File: src/rtl/ifetch_pkg.sv
// Shared types and constants for the instruction-fetch stage.
// Widths, the HALT opcode and the FIFO entry layout live here.
package ifetch_pkg;

  localparam int unsigned PC_W   = 8;
  localparam int unsigned INST_W = 16;
  localparam logic [3:0]  OP_HALT = 4'hF;

  typedef struct packed {
    logic [INST_W-1:0] inst;
    logic [PC_W-1:0]   pc;
  } fetch_entry_t;

  function automatic logic is_halt(input logic [INST_W-1:0] inst);
    return inst[INST_W-1 -: 4] == OP_HALT;
  endfunction

endpackage

File: src/rtl/ifetch_if.sv
// Fetch-stage bus: instruction-memory port, execute redirect and decode handoff.
// master = fetch stage, slave = surrounding pipeline / memory.
interface ifetch_if;
  import ifetch_pkg::*;

  logic              imem_req;
  logic [PC_W-1:0]   imem_addr;
  logic              imem_valid;
  logic [INST_W-1:0] imem_rdata;
  logic              jmp;
  logic [PC_W-1:0]   jmp_tgt;
  logic              stall;
  logic              inst_valid;
  logic [INST_W-1:0] inst_out;
  logic [PC_W-1:0]   pc_out;
  logic              eop;

  modport master (
    output imem_req, imem_addr, inst_valid, inst_out, pc_out, eop,
    input  imem_valid, imem_rdata, jmp, jmp_tgt, stall
  );

  modport slave (
    input  imem_req, imem_addr, inst_valid, inst_out, pc_out, eop,
    output imem_valid, imem_rdata, jmp, jmp_tgt, stall
  );

endinterface

File: src/rtl/ifetch_fifo.sv
// Two-entry instruction/PC buffer between memory responses and decode.
// Flush dominates push and pop; the head entry is always visible on dout.
module ifetch_fifo
  import ifetch_pkg::*;
(
  input  logic         clk,
  input  logic         rst_n,
  input  logic         push,
  input  fetch_entry_t din,
  input  logic         pop,
  input  logic         flush,
  output fetch_entry_t dout,
  output logic         full,
  output logic         empty,
  output logic [1:0]   count
);

  fetch_entry_t mem_q [2];
  logic         wr_ptr_q, rd_ptr_q;
  logic [1:0]   count_q;
  logic         do_push, do_pop;

  always_comb begin
    do_pop  = pop && !empty && !flush;
    do_push = push && !full && !flush;
  end

  always_ff @(posedge clk or negedge rst_n) begin
    if (!rst_n) begin
      mem_q[0] <= '0;
      mem_q[1] <= '0;
      wr_ptr_q <= 1'b0;
      rd_ptr_q <= 1'b0;
      count_q  <= 2'd0;
    end else if (flush) begin
      wr_ptr_q <= 1'b0;
      rd_ptr_q <= 1'b0;
      count_q  <= 2'd0;
    end else begin
      if (do_push) begin
        mem_q[wr_ptr_q] <= din;
        wr_ptr_q        <= ~wr_ptr_q;
      end
      if (do_pop) begin
        rd_ptr_q <= ~rd_ptr_q;
      end
      count_q <= count_q + {1'b0, do_push} - {1'b0, do_pop};
    end
  end

  assign dout  = mem_q[rd_ptr_q];
  assign empty = (count_q == 2'd0);
  assign full  = (count_q == 2'd2);
  assign count = count_q;

endmodule

File: src/rtl/ifetch_stage.sv
// Instruction-fetch stage: one request per cycle, 2-entry output buffer, redirect and HALT.
// Define IFETCH_PERF_EN to add the fetch_cnt popped-instruction counter port.
module ifetch_stage
  import ifetch_pkg::*;
(
  input  logic        clk,
  input  logic        rst_n,
  ifetch_if.master    bus
`ifdef IFETCH_PERF_EN
  ,
  output logic [15:0] fetch_cnt
`endif
);

  logic [PC_W-1:0] pc_q, pc_d;
  logic [PC_W-1:0] req_pc_q, req_pc_d;
  logic            inflight_q, inflight_d;
  logic            discard_q, discard_d;
  logic            halt_seen_q, halt_seen_d;
  logic            eop_q, eop_d;

  logic            jmp_eff, pop, pop_eff, push, push_eff, push_halt, req;
  logic [2:0]      pending;
  fetch_entry_t    resp, head;
  logic            fifo_full, fifo_empty;
  logic [1:0]      fifo_count;

  ifetch_fifo u_fifo (
    .clk   (clk),
    .rst_n (rst_n),
    .push  (push),
    .din   (resp),
    .pop   (pop),
    .flush (jmp_eff),
    .dout  (head),
    .full  (fifo_full),
    .empty (fifo_empty),
    .count (fifo_count)
  );

  always_comb begin
    jmp_eff   = bus.jmp && !eop_q;
    pop       = !fifo_empty && !bus.stall;
    pop_eff   = pop && !jmp_eff;
    push      = bus.imem_valid && inflight_q && !discard_q;
    push_eff  = push && !jmp_eff;
    push_halt = push_eff && is_halt(bus.imem_rdata);
    resp.inst = bus.imem_rdata;
    resp.pc   = req_pc_q;
    // Buffer slots already claimed after this cycle's pop; a new request needs one free.
    pending   = {1'b0, fifo_count} + {2'b00, inflight_q} - {2'b00, pop};
    req       = rst_n && !eop_q && !halt_seen_q && (pending < 3'd2);
  end

  always_comb begin
    pc_d        = pc_q;
    req_pc_d    = req_pc_q;
    if (req) begin
      pc_d     = pc_q + 8'd1;
      req_pc_d = pc_q;
    end
    if (jmp_eff) begin
      pc_d = bus.jmp_tgt;
    end
    inflight_d  = req;
    // A request leaving alongside a redirect or a HALT push must never reach the buffer.
    discard_d   = req && (jmp_eff || push_halt);
    halt_seen_d = jmp_eff ? 1'b0 : (halt_seen_q || push_halt);
    eop_d       = eop_q || (pop_eff && is_halt(head.inst));
  end

  always_ff @(posedge clk or negedge rst_n) begin
    if (!rst_n) begin
      pc_q        <= '0;
      req_pc_q    <= '0;
      inflight_q  <= 1'b0;
      discard_q   <= 1'b0;
      halt_seen_q <= 1'b0;
      eop_q       <= 1'b0;
    end else begin
      pc_q        <= pc_d;
      req_pc_q    <= req_pc_d;
      inflight_q  <= inflight_d;
      discard_q   <= discard_d;
      halt_seen_q <= halt_seen_d;
      eop_q       <= eop_d;
    end
  end

  assign bus.imem_req   = req;
  assign bus.imem_addr  = pc_q;
  assign bus.inst_valid = !fifo_empty;
  assign bus.inst_out   = head.inst;
  assign bus.pc_out     = head.pc;
  assign bus.eop        = eop_q;

  push_never_full: assert property (@(posedge clk) disable iff (!rst_n)
                                    !(push && fifo_full && !jmp_eff));

`ifdef IFETCH_PERF_EN
  logic [15:0] cnt_q;

  always_ff @(posedge clk or negedge rst_n) begin
    if (!rst_n) begin
      cnt_q <= 16'h0000;
    end else if (pop_eff && !eop_q && (cnt_q != 16'hFFFF)) begin
      cnt_q <= cnt_q + 16'd1;
    end
  end

  assign fetch_cnt = cnt_q;
`endif

endmodule

File: src/flat_wrapper.sv
// flat-port wrapper written by rule: the top's interface ports become plain ports
module ifetch_stage_flat import ifetch_pkg::*;
  (clk, rst_n, bus_imem_req, bus_imem_addr, bus_inst_valid, bus_inst_out, bus_pc_out, bus_eop, bus_imem_valid, bus_imem_rdata, bus_jmp, bus_jmp_tgt, bus_stall);
  ifetch_if bus_i ();
  input  logic clk;
  input  logic rst_n;
  output wire logic [$bits(bus_i.imem_req)-1:0] bus_imem_req;
  output wire logic [$bits(bus_i.imem_addr)-1:0] bus_imem_addr;
  output wire logic [$bits(bus_i.inst_valid)-1:0] bus_inst_valid;
  output wire logic [$bits(bus_i.inst_out)-1:0] bus_inst_out;
  output wire logic [$bits(bus_i.pc_out)-1:0] bus_pc_out;
  output wire logic [$bits(bus_i.eop)-1:0] bus_eop;
  input wire logic [$bits(bus_i.imem_valid)-1:0] bus_imem_valid;
  input wire logic [$bits(bus_i.imem_rdata)-1:0] bus_imem_rdata;
  input wire logic [$bits(bus_i.jmp)-1:0] bus_jmp;
  input wire logic [$bits(bus_i.jmp_tgt)-1:0] bus_jmp_tgt;
  input wire logic [$bits(bus_i.stall)-1:0] bus_stall;
  assign bus_imem_req = bus_i.imem_req;
  assign bus_imem_addr = bus_i.imem_addr;
  assign bus_inst_valid = bus_i.inst_valid;
  assign bus_inst_out = bus_i.inst_out;
  assign bus_pc_out = bus_i.pc_out;
  assign bus_eop = bus_i.eop;
  assign bus_i.imem_valid = bus_imem_valid;
  assign bus_i.imem_rdata = bus_imem_rdata;
  assign bus_i.jmp = bus_jmp;
  assign bus_i.jmp_tgt = bus_jmp_tgt;
  assign bus_i.stall = bus_stall;
  ifetch_stage u_core (.clk(clk), .rst_n(rst_n), .bus(bus_i));
endmodule
File: config.mk
export PLATFORM = sky130hd
export DESIGN_NAME = ifetch_stage_flat
export DESIGN_NICKNAME = d
export VERILOG_FILES = /design/src/rtl/ifetch_pkg.sv /design/src/rtl/ifetch_if.sv /design/src/rtl/ifetch_fifo.sv /design/src/rtl/ifetch_stage.sv /design/src/flat_wrapper.sv
export SDC_FILE = /design/constraint.sdc
export NUM_CORES = 1
export LEC_CHECK = 0
export ABC_AREA = 1
export CAP_MARGIN = 10
export CORE_MARGIN = 4
export CORE_UTILIZATION = 35
export CTS_CLUSTER_SIZE = 40
export DETAILED_ROUTE_END_ITERATION = 7
export SLEW_MARGIN = 20
export SYNTH_ARGS = -nofsm -noshare
export SYNTH_HDL_FRONTEND = slang
export SYNTH_SLANG_ARGS = --single-unit
File: constraint.sdc
create_clock -name clk -period 3.5 [get_ports clk]
set_input_delay 0.7 -clock clk [delete_from_list [all_inputs] [get_ports clk]]
set_output_delay 0.7 -clock clk [all_outputs]
set_load 0.05 [all_outputs]
==> qor.txt <==
maxcap violations: 0
Final Skew: 0.0108 ns
switching portion of total power: 22.2%
RePlAce Congestion: 0.805
IO Port Bufs: 63
Post-Syn Instances: 462
post-route ant nets: 0
CP endpoint kind: output port
Setup WS pre-CTS: -0.0164 ns
CP top delay family: buffers and inverters
area of the core: 10300 um2
clock network power share: 43.0%
Period Utilization, post-route: 96.5%
Final Setup Violations: 0
Pre-Repair DR Iteration Count: 4
Global Route Usage Sum: 15.5%
fill count: 1071
Slew HR: 57.2%
total power after layout: 1.55 mW
WP data arrival: 2.68 ns
Placed Instances: 641
CP Cell Sequence: clkdlybuf4s50_1 > inv_1 > nand2_2 > inv_2 > ha_4 > or2_4 > fa_1 > nand2_1 > nor2_1 > nand2_1 > inv_2 > buf_12
DR WL/cell: 13.8 um
CTS max path bufs: 2
status: completed
setup TNS: 0 ns
worst min path class: in2async
pwr dens: 337 nW/um2
Least-Margin Pin Slew: 0.642 ns
Crit-path slowest cell: fa_1
Die W: 110 um
post-synthesis sequential area ratio: 49.1%
most frequent cells in the layout: nand2_1, dfrtp_1, clkdlybuf4s50_1
CTS Buf Count: 9
CP max FO: 2
commonest non-fill, non-tap cell in the layout: nand2_1
Logic pwr share: 3.6%
Layout Cells excl Fill: 659
first-pass GRT wire length: 15600 um
IR drop worst, VDD: 0.000149 V
CTS clk-pin slew, worst paths: 0.08 ns
root buf cell: clkbuf_8
Post-route DRC: 0
Syn Area/Cell: 7.95 um2
RSZ-0062 raised after global routing: false
placed cell area: 4380 um2
Clock H-tree levels: 3
top cells by area, synth: dfrtp_1, nand2_1, nand4_1
Post-layout nets: 552
initial antenna violation count: 0
gr ovfl total: 0
Critical Path RT: 2.80 ns
final hold violation count: 0
Final Max Slew Viols: 0
clk_lat worst skew: 0.34 ns
WL final: 9100 um
Pleak: 2.33 nW
fraction of layout cells with a size suffix above 1: 13.4%
area growth from synthesis to layout: 25.6%
vias in the first global route: 3069
largest net degree at the start of global routing: 52
Vias: 3153
Internal: 1.21 mW
Starting Density: 35.7%
final worst setup slack: 0.122 ns
Boundary Pins: 64
Post-DP HPWL: 5840 um
Synth top area share: 49.1%
critical path's largest stage delay: 0.50 ns
TritonCTS Sinks: 72
DR iter-0 viols: 264
Seq cells post-synth: 72
Final Hold Slack: 0.430 ns
Yosys warnings: 0
final core occ: 44.9%
Antenna diodes: 0
WP buf/inv: 5
fin crit period: 3.38 ns
mapped cell area: 3670 um2
FMAX: 0.296 GHz
TritonCTS clock tree: yes
sequential share of power: 53.4%
Synth area leader: dfrtp_1
Worst setup SP type: primary input
die area: 12200 um2
final instance area: 4610 um2
hold_buf cts: 0
critical path type: in2out
count of unique library cells instantiated by Yosys: 26
Switch Pwr: 346 uW
row cnt: 37
die height: 110 um
syn nets: 496
vias per cell: 4.78
[cell type report]
type / count / area (um2) / share of cell area, %
Tap cell: 136 / 170 / 3.69
Inverter: 26 / 97.6 / 2.12
Clock inverter: 6 / 66.3 / 1.44
Clock buffer: 10 / 138 / 2.98
Multi-Input combinational cell: 334 / 1610 / 35.0
Timing Repair Buffer: 75 / 726 / 15.7
Sequential cell: 72 / 1800 / 39.1
[logic make-up (layout without fill, tap and decap cells)]
logic type / after synthesis / in the layout / synth area share (%)
compound gates: 27 / 27 / 3.85
xor+xnor: 2 / 2 / 0.477
fa+ha+maj: 5 / 5 / 1.91
buf+inv: 56 / 117 / 7.50
flops: 72 / 72 / 49.1
simple gates: 300 / 300 / 37.2
[worst paths after layout]
check / start / depth (start not counted) / slack [ns] / end
max in group asynchronous: rst_n / 3 / 2.13 / u_core.u_fifo.mem_q[30]$_DFFE_PN0P_
worst min register to register: u_core.u_fifo.mem_q[8]$_DFFE_PN0P_ / 2 / 0.47 / u_core.u_fifo.mem_q[8]$_DFFE_PN0P_
min in group clk: u_core.u_fifo.mem_q[8]$_DFFE_PN0P_ / 2 / 0.47 / u_core.u_fifo.mem_q[8]$_DFFE_PN0P_
worst min-delay path: rst_n / 2 / 0.43 / u_core.u_fifo.mem_q[47]$_DFFE_PN0P_
worst max register to register: u_core.u_fifo.count[1]$_DFF_PN0_ / 15 / 0.85 / u_core.bus.imem_addr[1]$_DFFE_PN0P_
worst max-delay path: bus_stall / 12 / 0.12 / bus_imem_req
[metal layers]
| metal | global-route usage (%) | wire length, um | vias to the layer above |
|---|---|---|---|
| met5 | 0 | 0 | - |
| li1 | - | - | 1603 |
| met4 | 4.68 | 59 | 0 |
| met2 | 23.9 | 4210 | 85 |
| met3 | 4.22 | 472 | 10 |
| met1 | 21.2 | 4350 | 1455 |
[worst reg2reg max path: stages (launching register included)]
cell	delay, ns
dfrtp_1	0.46
inv_2	0.10
nand2_1	0.08
nand2_2	0.08
inv_2	0.05
ha_4	0.22
or2_4	0.22
fa_1	0.50
nand2_1	0.05
nor2_1	0.08
nand2_1	0.08
buf_4	0.21
nand2_1	0.21
inv_2	0.09
nand2_1	0.06
nand3_1	0.06
[cell usage after synthesis, drive strengths merged]
| cell | n |
|---|---|
| ha | 4 |
| o21a | 1 |
| a21oi | 5 |
| or2 | 6 |
| nand2 | 214 |
| xnor2 | 1 |
| xor2 | 1 |
| buf | 21 |
| nand4 | 50 |
| dfrtp | 72 |
| nand3 | 14 |
| fa | 1 |
| clkbuf | 9 |
| inv | 26 |
| nor2 | 16 |
| o21ai | 21 |
[what timing repair did]
| action | 4_1_cts | 5_1_grt |
|---|---|---|
| buffers inserted | 0 | 2 |
| pin swaps | 0 | 6 |
| gates resized for setup | 1 | 4 |
| endpoints found under the setup margin | 1 | 1 |
[power groups by stage]
stage / sequential (mW) / combinational (mW) / clock (mW)
2_1_floorplan: 0.848 / 0.000988 / 0
3_3_place_gp: 0.848 / 0.0565 / 0
3_5_place_dp: 0.848 / 0.0564 / 0
4_1_cts: 0.831 / 0.0567 / 0.698
5_1_grt: 0.831 / 0.0621 / 0.732
6_report: 0.831 / 0.0553 / 0.669
[registers in the layout (all words and copies together), names as in the netlist]
| name | cells |
|---|---|
| u_core.u_fifo.mem_q | 48 |
| u_core.bus.imem_addr | 8 |
| u_core.req_pc_q | 8 |
| u_core.u_fifo.count | 2 |
| u_core.bus.eop | 1 |
| u_core.discard_q | 1 |
| u_core.halt_seen_q | 1 |
| u_core.inflight_q | 1 |
| u_core.u_fifo.rd_ptr_q | 1 |
| u_core.u_fifo.wr_ptr_q | 1 |
(Power assumes the default switching activity.)
==> variant 1 (config.mk and constraints unchanged) <==
The package constant `INST_W` goes from 16 to 14.
--- a/src/rtl/ifetch_pkg.sv
+++ b/src/rtl/ifetch_pkg.sv
@@ -3,7 +3,7 @@
 package ifetch_pkg;
 
   localparam int unsigned PC_W   = 8;
-  localparam int unsigned INST_W = 16;
+  localparam int unsigned INST_W = 14;
   localparam logic [3:0]  OP_HALT = 4'hF;
 
   typedef struct packed {
Interface: changed (resized bus_imem_rdata and bus_inst_out); port bits go from 64 to 60. No check against the original RTL was run, so the function may have changed too.
==> variant 1 against the unedited design <==
Sequential share of layout area shrank 0.099 points. Utilization grew 1.7 points. Cell count shrank 4.6%. Design area shrank 5.3%. Area after synthesis shrank 6.8%. Routed wire length shrank 8.1%. Worst setup slack gained 69 ps. Clock power grew 20%. First-iteration DRC count shrank 36%. Maximum frequency grew 2.1%. Total power grew 5.3%. Sequential cell count shrank 4. Count of clock-buffer cells in the layout grew 2. Combinational power shrank 8.3%. Critical path type is now reg -> out. Largest cell class unchanged.
==> variant 1: results <==
export IMPL_cts_root_buf="clkbuf_8"
export IMPL_r2r_slack_ps=720
export IMPL_p_leak_nw=2.25
export IMPL_yosysUniqueCellTypes=22
export IMPL_grt_max_degree=40
export IMPL_synth_common_cells="nand2_1, dfrtp_1, nand4_1"
export IMPL_clkLatencyLatePin_ps=340
export IMPL_yosysWarnings=0
export IMPL_first_iter_violations=168
export IMPL_ys_async_sr_fraction=1.00
export IMPL_synthTopCellsByArea="dfrtp_1, nand2_1, nand4_1, o21ai_0, inv_1"
export IMPL_largest_reg_flops=44
export IMPL_ctsHtreeMaxLevel=3
export IMPL_status="complete, no violations"
export IMPL_grt_pass1_wl_mm=14.4
export IMPL_cts_buffers=9
export IMPL_placed_area_sq_um=4100
export IMPL_cp_data_arrival_time_ps=2610
export IMPL_path_clk_slew_ps=70
export IMPL_fill_cells=974
export IMPL_routed_wl_mm=8.36
export IMPL_dp_hpwl_mm=5.54
export IMPL_antenna_found_initial=0
export IMPL_cpLargestDelayFamily="adder cells"
export IMPL_path_max_fanout=4
export IMPL_synth_seq_area_share=0.497
export IMPL_via_per_inst=4.78
export IMPL_crit_slowest_cell="fa_1"
export IMPL_place_congestion=0.764
export IMPL_first_global_vias=3043
export IMPL_drive_gt1_frac=0.0900
export IMPL_slew_headroom=0.626
export IMPL_synthFlopType="dfrtp_1"
export IMPL_grt_usage=0.158
export IMPL_peakVddDrop_v=0.000205
export IMPL_worst_slack_ps=191
export IMPL_dp_slack_ps=-106
export IMPL_synthesis_nets=470
export IMPL_final_nets=527
export IMPL_numPortBuffers=59
export IMPL_fin_skew_ps=5.84
export IMPL_drt_pass1_iterations=4
export IMPL_whs_ps=470
export IMPL_critPathMaxStageDelay_ps=540
export IMPL_antenna_cells=0
export IMPL_hp_class="reg -> reg"
## variant 1: changes by cell type in the layout (fill, tap and decap cells not counted), sizes merged, moves of 3 or more
cell / delta
nand2: -14
clkdlybuf4s50: -5
dfrtp: -4
nand4: -4
buf: +3
clkinvlp: -3
## variant 1: logic make-up after synthesis
logic type / share of synthesized area
compound gates: 0.0406
xor+xnor: 0.00512
fa+ha+maj: 0.0205
buf+inv: 0.0801
flops: 0.497
simple gates: 0.356
## variant 1: final timing paths
| path | from | end | cells past startpoint |
|---|---|---|---|
| setup / recovery | u_core.u_fifo.count[1] | bus_imem_req | 12 |
| hold / removal | u_core.u_fifo.mem_q[40] | u_core.u_fifo.mem_q[40] | 2 |
| setup reg to reg | u_core.u_fifo.count[1] | u_core.bus.imem_addr[1] | 15 |
| hold reg to reg | u_core.u_fifo.mem_q[40] | u_core.u_fifo.mem_q[40] | 2 |
| max in group asynchronous | rst_n | u_core.u_fifo.mem_q[26] | 3 |
| min in group asynchronous | rst_n | u_core.u_fifo.mem_q[14] | 2 |
## variant 1: tightest hold or removal path: stages, from the launching register on
cell	delay, ps
dfrtp_1	340
nand2_1	50
nand2_1	50
## variant 1: layout make-up
class | instances | area [sq um] | share of cell area
Clock buffer | 12 | 155 | 0.0355
Clock inverter | 4 | 95.1 | 0.0218
Inverter | 26 | 97.6 | 0.0223
Multi-Input combinational cell | 316 | 1450 | 0.332
Sequential cell | 68 | 1700 | 0.390
Tap cell | 129 | 161 | 0.0370
Timing Repair Buffer | 74 | 707 | 0.162
## variant 1: layer usage
layer | up-vias | GRT usage | wire, um
met5 | - | 0 | 0
met4 | 0 | 0.0703 | 124
met3 | 13 | 0.0361 | 425
met2 | 70 | 0.246 | 3810
met1 | 1394 | 0.209 | 4000
li1 | 1529 | - | -
## variant 1: power by group
part           internal [mW]  switching [mW]
clock                  0.512           0.290
combinational         0.0263          0.0244
sequential             0.785               0
## variant 1: per-stage QoR
| stage | TNS [ps] | utilization | cells |
|---|---|---|---|
| global route | 0 | 0.466 | 629 |
| global placement | -40.5 | 0.438 | 611 |
| floorplan | 0 | - | 438 |
| CTS | 0 | 0.466 | 629 |
| detailed placement | -106 | 0.438 | 611 |
| finish | 0 | 0.466 | 629 |
## variant 1: repair_timing
item	in CTS	in global routing
hold buffers	0	0
setup buffers	2	0
resized for setup	3	0
endpoints found under the setup margin	1	0
==> variant 2 (same flow settings) <==
Without the edit above. Take the reset off `pc_q` and load it in a clocked block of its own.
--- a/src/rtl/ifetch_stage.sv
+++ b/src/rtl/ifetch_stage.sv
@@ -71,20 +71,22 @@
 
   always_ff @(posedge clk or negedge rst_n) begin
     if (!rst_n) begin
-      pc_q        <= '0;
       req_pc_q    <= '0;
       inflight_q  <= 1'b0;
       discard_q   <= 1'b0;
       halt_seen_q <= 1'b0;
       eop_q       <= 1'b0;
     end else begin
-      pc_q        <= pc_d;
       req_pc_q    <= req_pc_d;
       inflight_q  <= inflight_d;
       discard_q   <= discard_d;
       halt_seen_q <= halt_seen_d;
       eop_q       <= eop_d;
     end
+  end
+
+  always_ff @(posedge clk) begin
+    pc_q <= pc_d;
   end
 
   assign bus.imem_req   = req;
Function: changed (Yosys sat finds a counterexample within 4 cycles, from zero or initial values and one cycle with rst_n low).
==> variant 2 against the unedited design <==
Area after synthesis decreased by 1.4%. Total power decreased by 0.59%. Routed wire length increased by 3.8%. Critical endpoint is now u_core.u_fifo.rd_ptr_q. Sequential share of layout area increased by 0.32 points. Design area increased by 1.5%. Worst setup slack improved by 27 ps. Register-to-register slack got worse by 700 ps. Sequential cell count unchanged.
==> variant 2: results <==
export IMPL_regToRegEndpoint="u_core.u_fifo.rd_ptr_q"
export IMPL_first_iter_violations=261
export IMPL_p_per_area_nw_per_um2=330
export IMPL_final_nets=559
export IMPL_grt_pass1_wl_mm=15.8
export IMPL_startpoint_type="flip-flop"
export IMPL_cp_startpoint="u_core.u_fifo.count[1]"
export IMPL_synthTopCellsByArea="dfrtp_1, nand2_1, nand4_1, edfxtp_1, buf_6"
export IMPL_slew_headroom=0.454
export IMPL_drive_gt1_frac=0.128
export IMPL_num_nonclk_inverters=25
export IMPL_r2r_slack_ps=150
export IMPL_whs_ps=483
export IMPL_ys_async_sr_fraction=0.889
export IMPL_status="complete, no violations"
export IMPL_buffers=95
export IMPL_synth_common_cells="nand2_1, dfrtp_1, nand4_1"
export IMPL_via_per_inst=4.78
export IMPL_multiInputCombCellCount=322
export IMPL_seq_cell_count=72
export IMPL_first_global_vias=3123
export IMPL_intPower_mw=1.20
export IMPL_place_congestion=0.757
export IMPL_syn_area_sq_um=3620
export IMPL_fin_skew_ps=8.79
export IMPL_post_place_cells=624
export IMPL_path_max_fanout=4
export IMPL_seqCellArea_sq_um=1840
export IMPL_crit_path_end_kind="flip-flop"
export IMPL_non_clock_buffer_area_share=0.188
export IMPL_fill_cells=972
export IMPL_peakVddDrop_v=0.000133
export IMPL_cp_data_arrival_time_ps=3560
export IMPL_synth_seq_area_share=0.509
export IMPL_p_leak_nw=2.42
export IMPL_p_sw_uw=349
export IMPL_synth_top_area_frac=0.442
export IMPL_dp_slack_ps=-162
export IMPL_layout_cells_non_filler=663
export IMPL_placed_area_sq_um=4300
export IMPL_fmax_ghz=0.298
export IMPL_crit_slowest_cell="dfrtp_2"
export IMPL_critPathMaxStageDelay_ps=410
export IMPL_grt_usage=0.168
[variant 2: layer usage]
| metal | track usage | vias to the layer above | share of wire |
|---|---|---|---|
| met5 | 0 | - | 0 |
| met4 | 0.0552 | 0 | 0.013 |
| met3 | 0.0317 | 12 | 0.055 |
| met2 | 0.255 | 80 | 0.46 |
| met1 | 0.243 | 1478 | 0.47 |
| li1 | - | 1598 | - |
[variant 2: what timing repair did]
| action | 4_1_cts | 5_1_grt |
|---|---|---|
| gates cloned | 0 | 0 |
| hold buffers | 0 | 0 |
| pin swaps | 2 | 1 |
| setup buffers | 20 | 4 |
| endpoints found under the setup margin | 1 | 2 |
| resized for setup | 2 | 7 |
| endpoints found under the hold margin | 0 | 0 |
[variant 2: cells by family (layout without fill, tap and decap cells)]
logic type	count (synthesis)	after routing	synth area share
adder cells (fa/ha/maj)	5	5	0.0194
AND/OR/NAND/NOR	297	297	0.363
AO/OA/AOI/OAI	18	18	0.0249
buffers and inverters	53	136	0.0792
flip-flops	72	72	0.509
XOR/XNOR	2	2	0.00484
